===== src/rtl/vga_scan_gen_if.sv =====
// Scan-timing bundle produced by vga_scan_gen.
//   master : driven by the scan generator
//   slave  : read by the pixel/sprite pipeline
// Members:
//   DrawX, DrawY : current raster position (registered counters)
//   show_base    : position lies in the 32x32 base window
//   hs, vs       : active-low syncs, one cycle behind the position
//   display_en   : visible-pixel flag, one cycle behind the position
//   frame_end    : one-cycle pulse when the raster wraps to (0,0)
//   frame_count  : completed frames, modulo 256
interface vga_scan_gen_if;
  logic [9:0] DrawX;
  logic [9:0] DrawY;
  logic       show_base;
  logic       hs;
  logic       vs;
  logic       display_en;
  logic       frame_end;
  logic [7:0] frame_count;

  modport master (
    output DrawX, DrawY, show_base, hs, vs, display_en, frame_end, frame_count
  );

  modport slave (
    input DrawX, DrawY, show_base, hs, vs, display_en, frame_end, frame_count
  );
endinterface


===== src/rtl/vga_scan_gen.sv =====
// VGA raster scan generator.
// Ports:
//   vga_clk : pixel clock, all state advances on its rising edge
//   reset   : asynchronous, active-high
//   scan    : vga_scan_gen_if master modport carrying position, window flag,
//             pipeline-aligned syncs/enable and frame bookkeeping
module vga_scan_gen #(
  parameter int H_VISIBLE = 640,
  parameter int H_FRONT   = 16,
  parameter int H_SYNC    = 96,
  parameter int H_BACK    = 48,
  parameter int V_VISIBLE = 480,
  parameter int V_FRONT   = 10,
  parameter int V_SYNC    = 2,
  parameter int V_BACK    = 33,
  parameter int BASE_X    = 304,
  parameter int BASE_Y    = 448
) (
  input  logic             vga_clk,
  input  logic             reset,
  vga_scan_gen_if.master   scan
);

  localparam int H_TOTAL = H_VISIBLE + H_FRONT + H_SYNC + H_BACK;
  localparam int V_TOTAL = V_VISIBLE + V_FRONT + V_SYNC + V_BACK;

  // Window and sync bounds are held in 11 bits so that BASE+31 or the end of
  // the sync interval cannot wrap when compared against a 10-bit counter.
  localparam logic [10:0] X_LAST   = 11'(H_TOTAL - 1);
  localparam logic [10:0] Y_LAST   = 11'(V_TOTAL - 1);
  localparam logic [10:0] HS_START = 11'(H_VISIBLE + H_FRONT);
  localparam logic [10:0] HS_STOP  = 11'(H_VISIBLE + H_FRONT + H_SYNC);
  localparam logic [10:0] VS_START = 11'(V_VISIBLE + V_FRONT);
  localparam logic [10:0] VS_STOP  = 11'(V_VISIBLE + V_FRONT + V_SYNC);
  localparam logic [10:0] H_VIS    = 11'(H_VISIBLE);
  localparam logic [10:0] V_VIS    = 11'(V_VISIBLE);
  localparam logic [10:0] WX_LO    = 11'(BASE_X);
  localparam logic [10:0] WX_HI    = 11'(BASE_X + 31);
  localparam logic [10:0] WY_LO    = 11'(BASE_Y);
  localparam logic [10:0] WY_HI    = 11'(BASE_Y + 31);

  logic [9:0] draw_x;
  logic [9:0] draw_y;
  logic       hs_q;
  logic       vs_q;
  logic       de_q;
  logic       frame_end_q;
  logic [7:0] frame_count_q;

  logic [10:0] x_ext;
  logic [10:0] y_ext;
  logic        line_end;
  logic        frame_wrap;
  logic        hs_raw;
  logic        vs_raw;
  logic        de_raw;

  assign x_ext      = {1'b0, draw_x};
  assign y_ext      = {1'b0, draw_y};
  assign line_end   = (x_ext == X_LAST);
  assign frame_wrap = line_end && (y_ext == Y_LAST);

  assign hs_raw = !((x_ext >= HS_START) && (x_ext < HS_STOP));
  assign vs_raw = !((y_ext >= VS_START) && (y_ext < VS_STOP));
  assign de_raw = (x_ext < H_VIS) && (y_ext < V_VIS);

  always_ff @(posedge vga_clk or posedge reset) begin
    if (reset) begin
      draw_x        <= '0;
      draw_y        <= '0;
      hs_q          <= 1'b1;
      vs_q          <= 1'b1;
      de_q          <= 1'b0;
      frame_end_q   <= 1'b0;
      frame_count_q <= '0;
    end else begin
      if (line_end) begin
        draw_x <= '0;
        if (y_ext == Y_LAST) draw_y <= '0;
        else                 draw_y <= draw_y + 10'd1;
      end else begin
        draw_x <= draw_x + 10'd1;
      end
      // Syncs and enable are decoded from the current position and then
      // registered, landing one cycle late to match the registered RGB path.
      hs_q <= hs_raw;
      vs_q <= vs_raw;
      de_q <= de_raw;
      // The pulse and count change together as the counters move to (0,0);
      // the post-reset (0,0) never passed through the last position, so no pulse.
      frame_end_q <= frame_wrap;
      if (frame_wrap) frame_count_q <= frame_count_q + 8'd1;
    end
  end

  assign scan.DrawX       = draw_x;
  assign scan.DrawY       = draw_y;
  assign scan.show_base   = (x_ext >= WX_LO) && (x_ext <= WX_HI) &&
                            (y_ext >= WY_LO) && (y_ext <= WY_HI);
  assign scan.hs          = hs_q;
  assign scan.vs          = vs_q;
  assign scan.display_en  = de_q;
  assign scan.frame_end   = frame_end_q;
  assign scan.frame_count = frame_count_q;

endmodule


===== src/flat_wrapper.sv =====
// flat-port wrapper written by rule: the top's interface ports become plain ports
module vga_scan_gen_flat 
#(
  parameter int H_VISIBLE = 640,
  parameter int H_FRONT   = 16,
  parameter int H_SYNC    = 96,
  parameter int H_BACK    = 48,
  parameter int V_VISIBLE = 480,
  parameter int V_FRONT   = 10,
  parameter int V_SYNC    = 2,
  parameter int V_BACK    = 33,
  parameter int BASE_X    = 304,
  parameter int BASE_Y    = 448
)
  (vga_clk, reset, scan_DrawX, scan_DrawY, scan_show_base, scan_hs, scan_vs, scan_display_en, scan_frame_end, scan_frame_count);
  vga_scan_gen_if scan_i ();
  input  logic vga_clk;
  input  logic reset;
  output wire logic [$bits(scan_i.DrawX)-1:0] scan_DrawX;
  output wire logic [$bits(scan_i.DrawY)-1:0] scan_DrawY;
  output wire logic [$bits(scan_i.show_base)-1:0] scan_show_base;
  output wire logic [$bits(scan_i.hs)-1:0] scan_hs;
  output wire logic [$bits(scan_i.vs)-1:0] scan_vs;
  output wire logic [$bits(scan_i.display_en)-1:0] scan_display_en;
  output wire logic [$bits(scan_i.frame_end)-1:0] scan_frame_end;
  output wire logic [$bits(scan_i.frame_count)-1:0] scan_frame_count;
  assign scan_DrawX = scan_i.DrawX;
  assign scan_DrawY = scan_i.DrawY;
  assign scan_show_base = scan_i.show_base;
  assign scan_hs = scan_i.hs;
  assign scan_vs = scan_i.vs;
  assign scan_display_en = scan_i.display_en;
  assign scan_frame_end = scan_i.frame_end;
  assign scan_frame_count = scan_i.frame_count;
  vga_scan_gen #(.H_VISIBLE(H_VISIBLE), .H_FRONT(H_FRONT), .H_SYNC(H_SYNC), .H_BACK(H_BACK), .V_VISIBLE(V_VISIBLE), .V_FRONT(V_FRONT), .V_SYNC(V_SYNC), .V_BACK(V_BACK), .BASE_X(BASE_X), .BASE_Y(BASE_Y)) u_core (.vga_clk(vga_clk), .reset(reset), .scan(scan_i));
endmodule

===== config.mk =====
export PLATFORM = sky130hd
export DESIGN_NAME = vga_scan_gen_flat
export DESIGN_NICKNAME = d
export VERILOG_FILES = /design/src/rtl/vga_scan_gen_if.sv /design/src/rtl/vga_scan_gen.sv /design/src/flat_wrapper.sv
export SDC_FILE = /design/constraint.sdc
export NUM_CORES = 1
export LEC_CHECK = 0
export ABC_AREA = 1
export ABC_CLOCK_PERIOD_IN_PS = 2150
export BUFFER_PORTS_ARGS = -buffer_cell sky130_fd_sc_hd__buf_2
export CAP_MARGIN = 20
export CORE_MARGIN = 2
export CORE_UTILIZATION = 54
export CTS_CLUSTER_SIZE = 28
export DETAILED_ROUTE_END_ITERATION = 10
export PLACE_DENSITY = 0.77
export SYNTH_ARGS = -nofsm -noshare
export SYNTH_HDL_FRONTEND = slang
export SYNTH_SLANG_ARGS = --single-unit

===== constraint.sdc =====
create_clock -name vga_clk -period 2.15 [get_ports vga_clk]
set_clock_uncertainty 0.2 [all_clocks]
set_input_delay 0.215 -clock vga_clk [delete_from_list [all_inputs] [get_ports vga_clk]]
set_output_delay 0.215 -clock vga_clk [all_outputs]
set_load 0.03 [all_outputs]

# Word level (Yosys, flattened, before mapping)
# Cells that the tools add are included.
dict set report classes {
  addsub 3
  order_cmp 10
  n_eq_ne 2
  n_mux 2
  reduce_logical 9
}
# cell n
set op_table {}
lappend op_table {{$ge 10x9->1 const B} 3}
lappend op_table {{$add 10x1->10 const B} 2}
lappend op_table {{$eq 10x10->1 const B} 2}
lappend op_table {{$le 10x9->1 const B} 2}
lappend op_table {{$lt 10x10->1 const B} 2}
lappend op_table {{$lt 10x9->1 const B} 2}
lappend op_table {{$mux 10} 2}
lappend op_table {{$ge 10x10->1 const B} 1}
lappend op_table {{$add 8x1->8 const B} 1}
lappend op_table {{$logic_and 1x1->1} 7}
lappend op_table {{$logic_not 1->1} 2}
dict set report totals {
  reg_bits 32
  output_inout_bits 33
  elab_cells 33
}

# Longest topological paths before layout
dict set report depth {
  depth_word 4
  ltp_mapped 9
  mapped_depth_nobuf 9
}

# Worst setup path before layout
# Ideal clock, no wire load.
dict set report synth_timing {
  path_kind {register to register}
  start {reg u_core.draw_x[0] (netlist: u_core.scan.DrawX[0])}
  end {reg u_core.frame_count_q[6] (netlist: u_core.scan.frame_count[6])}
  setup_time_ns 0.121
  arrival_ns 1.550
  t_required_ns 1.829
  slack_ns 0.278
  stages_incl_launch_ff 8
  n_path_buf 1
  synth_period_minus_slack_ns 1.872
  cell_sequence {dfrtp_1 > ha_1 > nand3_2 > nor2_4 > nand2_4 > nor2_8 > buf_12 > o21ai_1}
}
dict set report synth_via {
  elab_chain_len 2
}
# element line_no
set synth_lines {}
lappend synth_lines {{start: declaration} vga_scan_gen.sv:42} ;# logic [9:0] draw_x;
lappend synth_lines {{start signal: assignment} vga_scan_gen.sv:82} ;# draw_x <= draw_x + 10'd1;
lappend synth_lines {{$eq 10x10->1} vga_scan_gen.sv:60} ;# assign line_end = (x_ext == X_LAST);
lappend synth_lines {{$logic_and 1x1->1} vga_scan_gen.sv:61} ;# assign frame_wrap = line_end && (y_ext == Y_LAST);
lappend synth_lines {{end signal: assignment} vga_scan_gen.sv:92} ;# if (frame_wrap) frame_count_q <= frame_count_q + 8'd1;
lappend synth_lines {{end: declaration} vga_scan_gen.sv:48} ;# logic [7:0] frame_count_q;
# No other way between the ends.
# A chain may end at the register's enable or synchronous reset.

# Worst setup path in the final report
dict set report layout_timing {
  start {reg u_core.draw_x[4] (netlist: u_core.scan.DrawX[4])}
  end {out scan_show_base}
}
dict set report layout_via {
  elab_chain_len 4
}
# element line_no
set layout_lines {}
lappend layout_lines {{$ge 10x9->1 or $le 10x9->1 (tied branches)} vga_scan_gen.sv:98} ;# assign scan.show_base = (x_ext >= WX_LO) && (x_ext <= WX_HI) &&
lappend layout_lines {{$logic_and 1x1->1 * (2 in a row)} vga_scan_gen.sv:98}
lappend layout_lines {{$logic_and 1x1->1 *} vga_scan_gen.sv:99} ;# (y_ext >= WY_LO) && (y_ext <= WY_HI);
lappend layout_lines {{end: declaration} flat_wrapper.sv:21} ;# output wire logic [$bits(scan_i.show_base)-1:0] scan_show_base;
# Mark *: on every way between the ends. The rest lies on a longest branch, timed or not.

==> flow_summary.yaml <==
hold_path:
  hold_class: "primary input to async pin"
floorplan:
  dieArea_um2: 3810
  die_y_um: 61.7
  ios: 35
  die_w_um: 61.7
  row_count: 20
  start_util: 0.580
  core-area_um2: 3100
yosys:
  ys.warnings.count: 0
  ys_ff_latch: 32
  yosysSeqAreaShare: 0.446
  synthesis.area_um2: 1800
  synth.distinct_cells: 27
  synth_cells: 224
  avgSynthCellArea_um2: 8.03
  synth_nets: 231
  synth_area_leader_cell: "dfrtp_1"
  netlist.area_leader.share: 0.417
  synth.area.top_cells: "dfrtp_1, nand2_1, inv_1"
worst_setup_path:
  path_max_fanout: 6
  cp-end-kind: "primary output"
  cp.required_ps: 1740
  rr_worst_depth: 8
  cp_cell_sequence: "or2_2 > nand3_1 > o211ai_1 > nor2_1 > buf_2"
  crit_buf_inv: 1
  critPathSlowestCell: "dfrtp_1"
  start_kind: "register"
  r2r-end: "u_core.scan.frame_count[3]$_DFFE_PP0P_"
  critPathMaxStageDelay_ps: 460
  rrSetupSlack_ps: 300
  critPathKind: "register to primary output"
  cp_top_family: "simple AND/OR/NAND/NOR gates"
  r2r-start: "u_core.scan.DrawX[0]$_DFF_PP0_"
  crit_arrival_ps: 1610
cts:
  h-tree-depth: 2
  clk_latency_ps: 350
  cts_root_buffer: "clkbuf_4"
  cts.sinks: 32
  cts_buffers: 5
  postCtsResizedCells: 0
  cts_tree: "yes"
  clk_pin_slew_ps: 110
  clk_path_buf_depth: 2
timing:
  rsz0062_at_grt: "no"
  setup_ws_ps: 125
  min_period_over_period: 0.942
  max-slew-margin-rel: 0.595
  fmax_mhz: 494
  finalHoldViolCount: 0
  finalSetupViolations: 0
  setup_tns_ps: 0
  max_slew.worst_pin.slew_ps: 603
  fin_crit_ps: 2020
  timing.hold.ws_ps: 281
  slew_violations: 0
power:
  clkPwrFrac: 0.457
  leakagePower_uw: 0.00119
  internal_power_uw: 913
  power_frac_comb: 0.013
  pwr_density_cell_nw_per_um2: 532
  ir_worst_vdd_v: 0.000363
  finalPower_uw: 1140
  sw_frac_of_total: 0.196
  switchingPower_uw: 223
  sequentialPowerShare: 0.530
routing:
  first_pass_iters: 4
  drc_errors: 0
  wirelength_um: 3600
  drt_iter0_markers: 60
  avgViaCountPerCell: 4.86
  antenna_left: 0
  wl_per_cell_um: 11.5
  vias: 1521
global_route:
  grtUsageTotal: 0.224
  grt_start_max_net_pins: 33
  antenna_found_initial: 0
  overflow: 0
  grt_first_pass_wirelength_um: 6090
  grt_pass1_vias: 1382
placed_design:
  io_buffers: 34
  dpl.cell_count: 304
  pre_cts_ws_ps: 296
  dpl.hpwl_um: 2650
  gp_congestion: 0.807
finish:
  n_antenna_cell: 0
  final_common_cell: "nand2_1"
  multi_input_area_um2: 840
  fin_cells: 313
  area_growth_pct: 18.6
  fill_cells: 286
  layout_common_cells: "nand2_1, inv_1, buf_2, dfrtp_1, nor2_1"
  regArea_um2: 803
  nNetsFinal: 275
  layout-drive-gt1-share: 0.249
outcome:
  outcome: "completed"
job:
  drv_cap: 0
==> metrics by stage <==
stage	util	area, um2
floorplan	-	1800
global placement	0.654	2030
detailed placement	0.654	2030
CTS	0.688	2130
global route	0.688	2130
finish	0.688	2130
==> repair_timing <==
item	4_1_cts	5_1_grt
hold buffers	1	0
setup buffers	0	0
hold endpoints to repair	30	0
==> power by group through the flow <==
| stage | clock (uW) | sequential [uW] | combinational [uW] |
|---|---|---|---|
| after global routing | 555 | 602 | 17.8 |
| after detailed placement | 0 | 613 | 14.6 |
| after floorplan | 0 | 613 | 8.85 |
| after CTS | 529 | 602 | 15.9 |
| after global placement | 0 | 613 | 14.3 |
| final | 520 | 602 | 14.7 |
==> Yosys cell counts <==
| cell type | count |
|---|---|
| nand2_1 | 51 |
| inv_1 | 34 |
| dfrtp_1 | 30 |
| nor2_1 | 25 |
| nand3_1 | 13 |
| nor3_1 | 12 |
| xor2_1 | 10 |
| nand2_2 | 8 |
| o21ai_0 | 6 |
| ha_1 | 5 |
| nand4_1 | 5 |
| a21oi_1 | 4 |
| o21ai_2 | 3 |
| dfstp_2 | 2 |
| nor2_4 | 2 |
| o211ai_1 | 2 |
| xnor2_1 | 2 |
| buf_12 | 1 |
| buf_2 | 1 |
| inv_2 | 1 |
| nand2_4 | 1 |
| nand3_2 | 1 |
| nor2_2 | 1 |
| nor2_8 | 1 |
| o21ai_1 | 1 |
| o21bai_1 | 1 |
| or2_2 | 1 |
==> cells by family after synthesis <==
logic type,count (synthesis),share of synthesized area
AO/OA/AOI/OAI,17,0.0577
XOR/XNOR,12,0.0584
adder cells (fa/ha/maj),5,0.0348
buffers and inverters,37,0.0869
flip-flops,32,0.446
AND/OR/NAND/NOR,121,0.316
==> flip-flops by register name, summed over array words and instances, names as in the netlist <==
signal / flops
u_core.scan.frame_end: 1
u_core.scan.DrawY: 10
u_core.scan.vs: 1
u_core.scan.hs: 1
u_core.scan.DrawX: 10
u_core.scan.frame_count: 8
u_core.scan.display_en: 1
==> layout make-up <==
cell class | instances | area share
Multi-Input combinational cell | 155 | 0.393
Sequential cell | 32 | 0.376
Timing Repair Buffer | 39 | 0.0985
Clock inverter | 1 | 0.0141
Inverter | 35 | 0.0615
Clock buffer | 7 | 0.0305
Tap cell | 44 | 0.0258
==> how the worst max path moves through the flow <==
stage / endpoint / cells past startpoint / start
after floorplan: u_core.scan.frame_count[6]$_DFFE_PP0P_ / 7 / u_core.scan.DrawX[0]$_DFF_PP0_
after global placement: u_core.scan.frame_count[3]$_DFFE_PP0P_ / 8 / u_core.scan.DrawX[0]$_DFF_PP0_
after detailed placement: u_core.scan.frame_count[3]$_DFFE_PP0P_ / 8 / u_core.scan.DrawX[0]$_DFF_PP0_
after CTS: scan_show_base / 5 / u_core.scan.DrawX[4]$_DFF_PP0_
after global routing: scan_show_base / 5 / u_core.scan.DrawX[4]$_DFF_PP0_
final: scan_show_base / 5 / u_core.scan.DrawX[4]$_DFF_PP0_
==> tightest hold or removal path, delay by kind of cell <==
family,cells,cell delay [ps]
buffers and inverters,4,1050
==> per-layer routing <==
metal | track usage | share of wire | vias to the layer above | wire (um)
met1 | 0.290 | 0.46 | 690 | 1670
li1 | - | - | 787 | -
met4 | 0.100 | 0.019 | 0 | 69
met3 | 0.0559 | 0.047 | 8 | 170
met5 | 0 | 0 | - | 0
met2 | 0.356 | 0.47 | 36 | 1690
Power figures use the tool's default switching activity.
